## config.mk

```make
export PLATFORM = sky130hd
export DESIGN_NAME = alu_chain_seq
export DESIGN_NICKNAME = d
export VERILOG_FILES = /design/src/rtl/alu_chain_seq_pkg.sv /design/src/rtl/alu_chain_seq.sv
export SDC_FILE = /design/constraint.sdc
export NUM_CORES = 1
export LEC_CHECK = 0
export BUFFER_PORTS_ARGS = -buffer_cell sky130_fd_sc_hd__buf_2
export CAP_MARGIN = 10
export CORE_ASPECT_RATIO = 1.1
export CORE_MARGIN = 2
export CORE_UTILIZATION = 53
export CTS_CLUSTER_DIAMETER = 50
export DETAILED_ROUTE_END_ITERATION = 8
export PLACE_DENSITY_LB_ADDON = 0.08
export SLEW_MARGIN = 20
export SYNTH_ARGS = -nofsm -noshare
export SYNTH_HDL_FRONTEND = slang
export SYNTH_SLANG_ARGS = --single-unit
export TNS_END_PERCENT = 100
```

## constraint.sdc

```tcl
create_clock -name clk -period 4.8 [get_ports clk]
set_input_delay 0.96 -clock clk [delete_from_list [all_inputs] [get_ports clk]]
set_output_delay 0.96 -clock clk [all_outputs]
set_load 0.02 [all_outputs]
```

## src/rtl/alu_chain_seq_pkg.sv

```systemverilog
// Shared definitions for the byte-serial chained adder: controller state
// encodings and the opcodes driven onto the external 8-bit ALU.
package alu_chain_seq_pkg;

  typedef enum logic [1:0] {
    StIdle = 2'd0,
    StAdd  = 2'd1,
    StCin  = 2'd2,
    StDone = 2'd3
  } state_e;

  localparam logic ALU_OP_IDLE = 1'b0;
  localparam logic ALU_OP_ADD  = 1'b1;

endpackage

```

## src/rtl/alu_chain_seq.sv

```systemverilog
// Wide adder built by chaining an external carry-in-less 8-bit ALU, least
// significant byte first. Each byte takes two ALU passes: A+B, then the
// partial sum plus the incoming carry.
// Optional feature: define ALU_CHAIN_SKIP_EN to skip the carry pass for
// bytes whose incoming carry is zero.
module alu_chain_seq
  import alu_chain_seq_pkg::*;
#(
  parameter int unsigned NBYTES = 4
) (
  input  logic                clk,
  input  logic                rst,
  input  logic                start,
  input  logic [8*NBYTES-1:0] op_a,
  input  logic [8*NBYTES-1:0] op_b,
  output logic                busy,
  output logic                done,
  output logic [8*NBYTES-1:0] sum,
  output logic                carry_out,
  output logic                overflow,
  output logic                alu_op,
  output logic [7:0]          alu_a,
  output logic [7:0]          alu_b,
  input  logic [7:0]          alu_result,
  input  logic                alu_cf,
  input  logic                alu_ovf
);

  localparam int unsigned IW = (NBYTES > 1) ? $clog2(NBYTES) : 1;
  localparam logic [IW-1:0] LastIdx = IW'(NBYTES - 1);

  state_e                     state_q, state_d;
  logic [NBYTES-1:0][7:0]     a_q, a_d;
  logic [NBYTES-1:0][7:0]     b_q, b_d;
  logic [NBYTES-1:0][7:0]     sum_q, sum_d;
  logic [IW-1:0]              idx_q, idx_d;
  logic [7:0]                 tmp_q, tmp_d;
  logic                       cf1_q, cf1_d;
  logic                       carry_q, carry_d;
  logic                       carry_out_q, carry_out_d;
  logic                       overflow_q, overflow_d;
  logic                       skip_cin;
  logic                       last_byte;
  logic                       ovf_final;

  // The ALU's own overflow flag only covers one byte, so it is not used.
  logic unused_alu_ovf;
  assign unused_alu_ovf = alu_ovf;

`ifdef ALU_CHAIN_SKIP_EN
  assign skip_cin = ~carry_q;
`else
  assign skip_cin = 1'b0;
`endif

  assign last_byte = (idx_q == LastIdx);
  // Signed overflow judged on the top result byte as it is being written.
  assign ovf_final = (a_q[NBYTES-1][7] == b_q[NBYTES-1][7]) &&
                     (alu_result[7] != a_q[NBYTES-1][7]);

  assign sum       = sum_q;
  assign carry_out = carry_out_q;
  assign overflow  = overflow_q;

  // Next-state, datapath updates and ALU drive.
  always_comb begin
    state_d     = state_q;
    a_d         = a_q;
    b_d         = b_q;
    sum_d       = sum_q;
    idx_d       = idx_q;
    tmp_d       = tmp_q;
    cf1_d       = cf1_q;
    carry_d     = carry_q;
    carry_out_d = carry_out_q;
    overflow_d  = overflow_q;
    alu_op      = ALU_OP_IDLE;
    alu_a       = 8'h00;
    alu_b       = 8'h00;
    busy        = 1'b1;
    done        = 1'b0;

    unique case (state_q)
      StIdle: begin
        busy = 1'b0;
        if (start) begin
          a_d     = op_a;
          b_d     = op_b;
          idx_d   = '0;
          carry_d = 1'b0;
          state_d = StAdd;
        end
      end

      StAdd: begin
        alu_op = ALU_OP_ADD;
        alu_a  = a_q[idx_q];
        alu_b  = b_q[idx_q];
        if (skip_cin) begin
          // No incoming carry: the A+B pass is already the final byte.
          sum_d[idx_q] = alu_result;
          carry_d      = alu_cf;
          if (last_byte) begin
            carry_out_d = alu_cf;
            overflow_d  = ovf_final;
            state_d     = StDone;
          end else begin
            idx_d = idx_q + 1'b1;
          end
        end else begin
          tmp_d   = alu_result;
          cf1_d   = alu_cf;
          state_d = StCin;
        end
      end

      StCin: begin
        alu_op       = ALU_OP_ADD;
        alu_a        = tmp_q;
        alu_b        = {7'b0, carry_q};
        sum_d[idx_q] = alu_result;
        // At most one of the two passes can carry, so OR merges them.
        carry_d      = cf1_q | alu_cf;
        if (last_byte) begin
          carry_out_d = cf1_q | alu_cf;
          overflow_d  = ovf_final;
          state_d     = StDone;
        end else begin
          idx_d   = idx_q + 1'b1;
          state_d = StAdd;
        end
      end

      StDone: begin
        done    = 1'b1;
        state_d = StIdle;
      end

      default: begin
        state_d = StIdle;
      end
    endcase
  end

  // State and datapath registers, cleared asynchronously.
  always_ff @(posedge clk or posedge rst) begin
    if (rst) begin
      state_q     <= StIdle;
      a_q         <= '0;
      b_q         <= '0;
      sum_q       <= '0;
      idx_q       <= '0;
      tmp_q       <= '0;
      cf1_q       <= 1'b0;
      carry_q     <= 1'b0;
      carry_out_q <= 1'b0;
      overflow_q  <= 1'b0;
    end else begin
      state_q     <= state_d;
      a_q         <= a_d;
      b_q         <= b_d;
      sum_q       <= sum_d;
      idx_q       <= idx_d;
      tmp_q       <= tmp_d;
      cf1_q       <= cf1_d;
      carry_q     <= carry_d;
      carry_out_q <= carry_out_d;
      overflow_q  <= overflow_d;
    end
  end

endmodule

```

==> results_dict.tcl <==
set metrics [dict create \
    root_buffer "clkbuf_8" \
    pwr-share-clk 0.141 \
    clock_sinks 112 \
    io_pins 130 \
    slew_viol_final 0 \
    p_total_w 0.00408 \
    post-cts-setup-buffer-count 0 \
    r2r_end "b_q[12]" \
    hold_class "reg2reg" \
    antenna_found_initial 0 \
    ant_nets 0 \
    drive_above_1_share 0.607 \
    hpwl_um 6820 \
    synth_cell_types 26 \
    grt_max_degree 57 \
    power_frac_seq 0.418 \
    dieArea_um2 10000 \
    startpoint_type "register" \
    drv_cap 0 \
    path_max_fanout 17 \
    portBuffers 128 \
    p_leak_nw 2.73 \
    synth_ff_type "dfrtp_1" \
    final_common_cell "buf_2" \
    die_h_um 105 \
    switchingPower_w 0.00147 \
    firstDrtPassIters 4 \
    viasPerCell 5.35 \
    final_cell_mix "buf_2, dfrtp_1, mux2_2" \
    clock-skew-final_ns 0.0165 \
    register_area_um2 2800 \
    fin_util 0.654 \
    placementRows 36 \
    min_from "carry_out" \
    ctsHoldBuffers 0 \
    hold_path_depth 2 \
    use_met2 0.293 \
    tritoncts "yes" \
    status "complete, no violations" \
    peakVddDrop_uv 280 \
    grt_pass1_vias 3097 \
    synth-seq-area-share 0.573 \
    fin_crit_ns 3.39 \
    synth_area_um2 4890 \
    routedWlPerCell_um 16.7 \
    ys_ff_latch 112 \
    gr-total-overflow 0 \
    cts_resized 0 \
    swShare 0.360 \
    grt-busiest-layer "met2" \
    layout.nets 529 \
    combPwrFrac 0.441 \
    clockBufferDepth 2 \
    path_clk_slew_ns 0.10 \
    gp_congestion 0.803 \
    syn_avg_cell_area_um2 15.4 \
    cts-buffers-inserted 9 \
    r2r_cells 5 \
    first_iter_violations 47 \
    synth_nets 403 \
    grtUsageTotal 0.198 \
    core_area_um2 8920 \
    ys_async_sr_fraction 1.00 \
    antenna_cells 0 \
    crit_path_end_kind "output pin" \
    clock.fmax_mhz 295 \
    worstPathArrival_ns 2.43 \
    initial_core_util 0.548 \
    setup_violations 0 \
    vias 3009 \
    drc 0 \
    n_fill_cell 708 \
    grt_util_met1 0.282 \
    grt_pass1_wl_um 15200 \
    regToRegSetupSlack_ns 2.42 \
    fp.dieW_um 95.6 \
    crit_required_ns 3.84 \
    hold-worst-slack_ns 0.486 \
    worstSetupPathType "reg2out" \
    min_to "carry_out" \
    multi_input_area_um2 1980 \
    worst_pin_slew_ns 0.918 \
    synth_enable_flop_cells 0 \
    met3_usage 0.0541 \
    final.period_utilization 0.706 \
    setup-tns-final_ns 0 \
    ys.warnings.count 0 \
    routed_wl_um 9390 \
    areaGrowthSynthToFinish_pct 19.2 \
    clock_latency_ns 0.37 \
    internal-power_w 0.00262 \
    synth_cells 317 \
    power_density_nw_per_um2 700 \
    final_hold_viol_count 0 \
    slew_headroom 0.388 \
    rr_startpoint "state_q[0]" \
    rsz0062_at_grt "false" \
    h-tree-depth 3 \
]
==> per-stage QoR <==
stage	worst slack, ns	cells	area, um^2
floorplan	0.881	317	4890
CTS	1.32	562	5830
global route	1.18	562	5830
finish	1.41	562	5830
global placement	1.71	546	5630
detailed placement	1.72	546	5630
==> per-layer routing <==
layer / up-vias / part of all wire
li1: 1412 / -
met1: 1496 / 0.45
met2: 89 / 0.47
met3: 12 / 0.069
met4: 0 / 0.015
met5: - / 0
==> Yosys cell counts, types with 4 or more instances <==
library cell | instances | area (um^2)
a21oi_1 | 4 | 20.0
o21ai_0 | 7 | 35.0
ha_1 | 9 | 113
mux2_2 | 105 | 1180
nor2_1 | 4 | 15.0
clkbuf_1 | 4 | 15.0
a32o_1 | 9 | 90.1
buf_2 | 12 | 60.1
dfrtp_1 | 112 | 2800
mux4_2 | 16 | 360
nand2_1 | 9 | 33.8
inv_1 | 6 | 22.5
and3_1 | 7 | 43.8
==> registers in the layout (all words and copies together) (netlist names) <==
name,cells
overflow,1
tmp_q,8
b_q,32
carry_out,1
cf1_q,1
sum,32
idx_q,2
carry_q,1
a_q,32
state_q,2
==> worst max-delay path: stages (launching register included) <==
cell,delay (ns)
dfrtp_1,0.91
buf_4,0.31
mux4_2,0.50
and3_1,0.19
buf_2,0.15
==> kinds of logic after synthesis <==
kind of cell	share of synthesized area
mux	0.315
flops	0.573
simple gates	0.0289
compound gates	0.0366
buf+inv	0.0230
fa+ha+maj	0.0230
==> power groups by stage <==
stage / Sequential, W / Combinational [W] / Clock [W]
3_5_place_dp: 0.00174 / 0.00183 / 0
2_1_floorplan: 0.00181 / 0.00124 / 0
4_1_cts: 0.00171 / 0.00183 / 0.000591
6_report: 0.00171 / 0.00180 / 0.000574
5_1_grt: 0.00178 / 0.00195 / 0.000627
3_3_place_gp: 0.00171 / 0.00178 / 0
==> worst max-delay path by stage <==
stage | start | to | slack, ns | depth (start not counted)
finish | idx_q[0] | alu_b[4] | 1.41 | 4
detailed placement | idx_q[0] | alu_b[4] | 1.72 | 4
CTS | idx_q[0] | alu_b[4] | 1.32 | 4
global route | idx_q[0] | alu_b[4] | 1.18 | 4
floorplan | rst | a_q[0] | 0.88 | 1
global placement | idx_q[0] | alu_b[4] | 1.71 | 4
==> area by class of cell <==
type | count | area share
clock buffers | 10 | 0.0219
clock inverters | 6 | 0.0129
repair buffers | 133 | 0.116
multi-input cells | 181 | 0.339
inverters | 6 | 0.00429
well taps | 114 | 0.0245
flip-flops and latches | 112 | 0.481
Note: power is estimated with default switching activity, not from simulation.
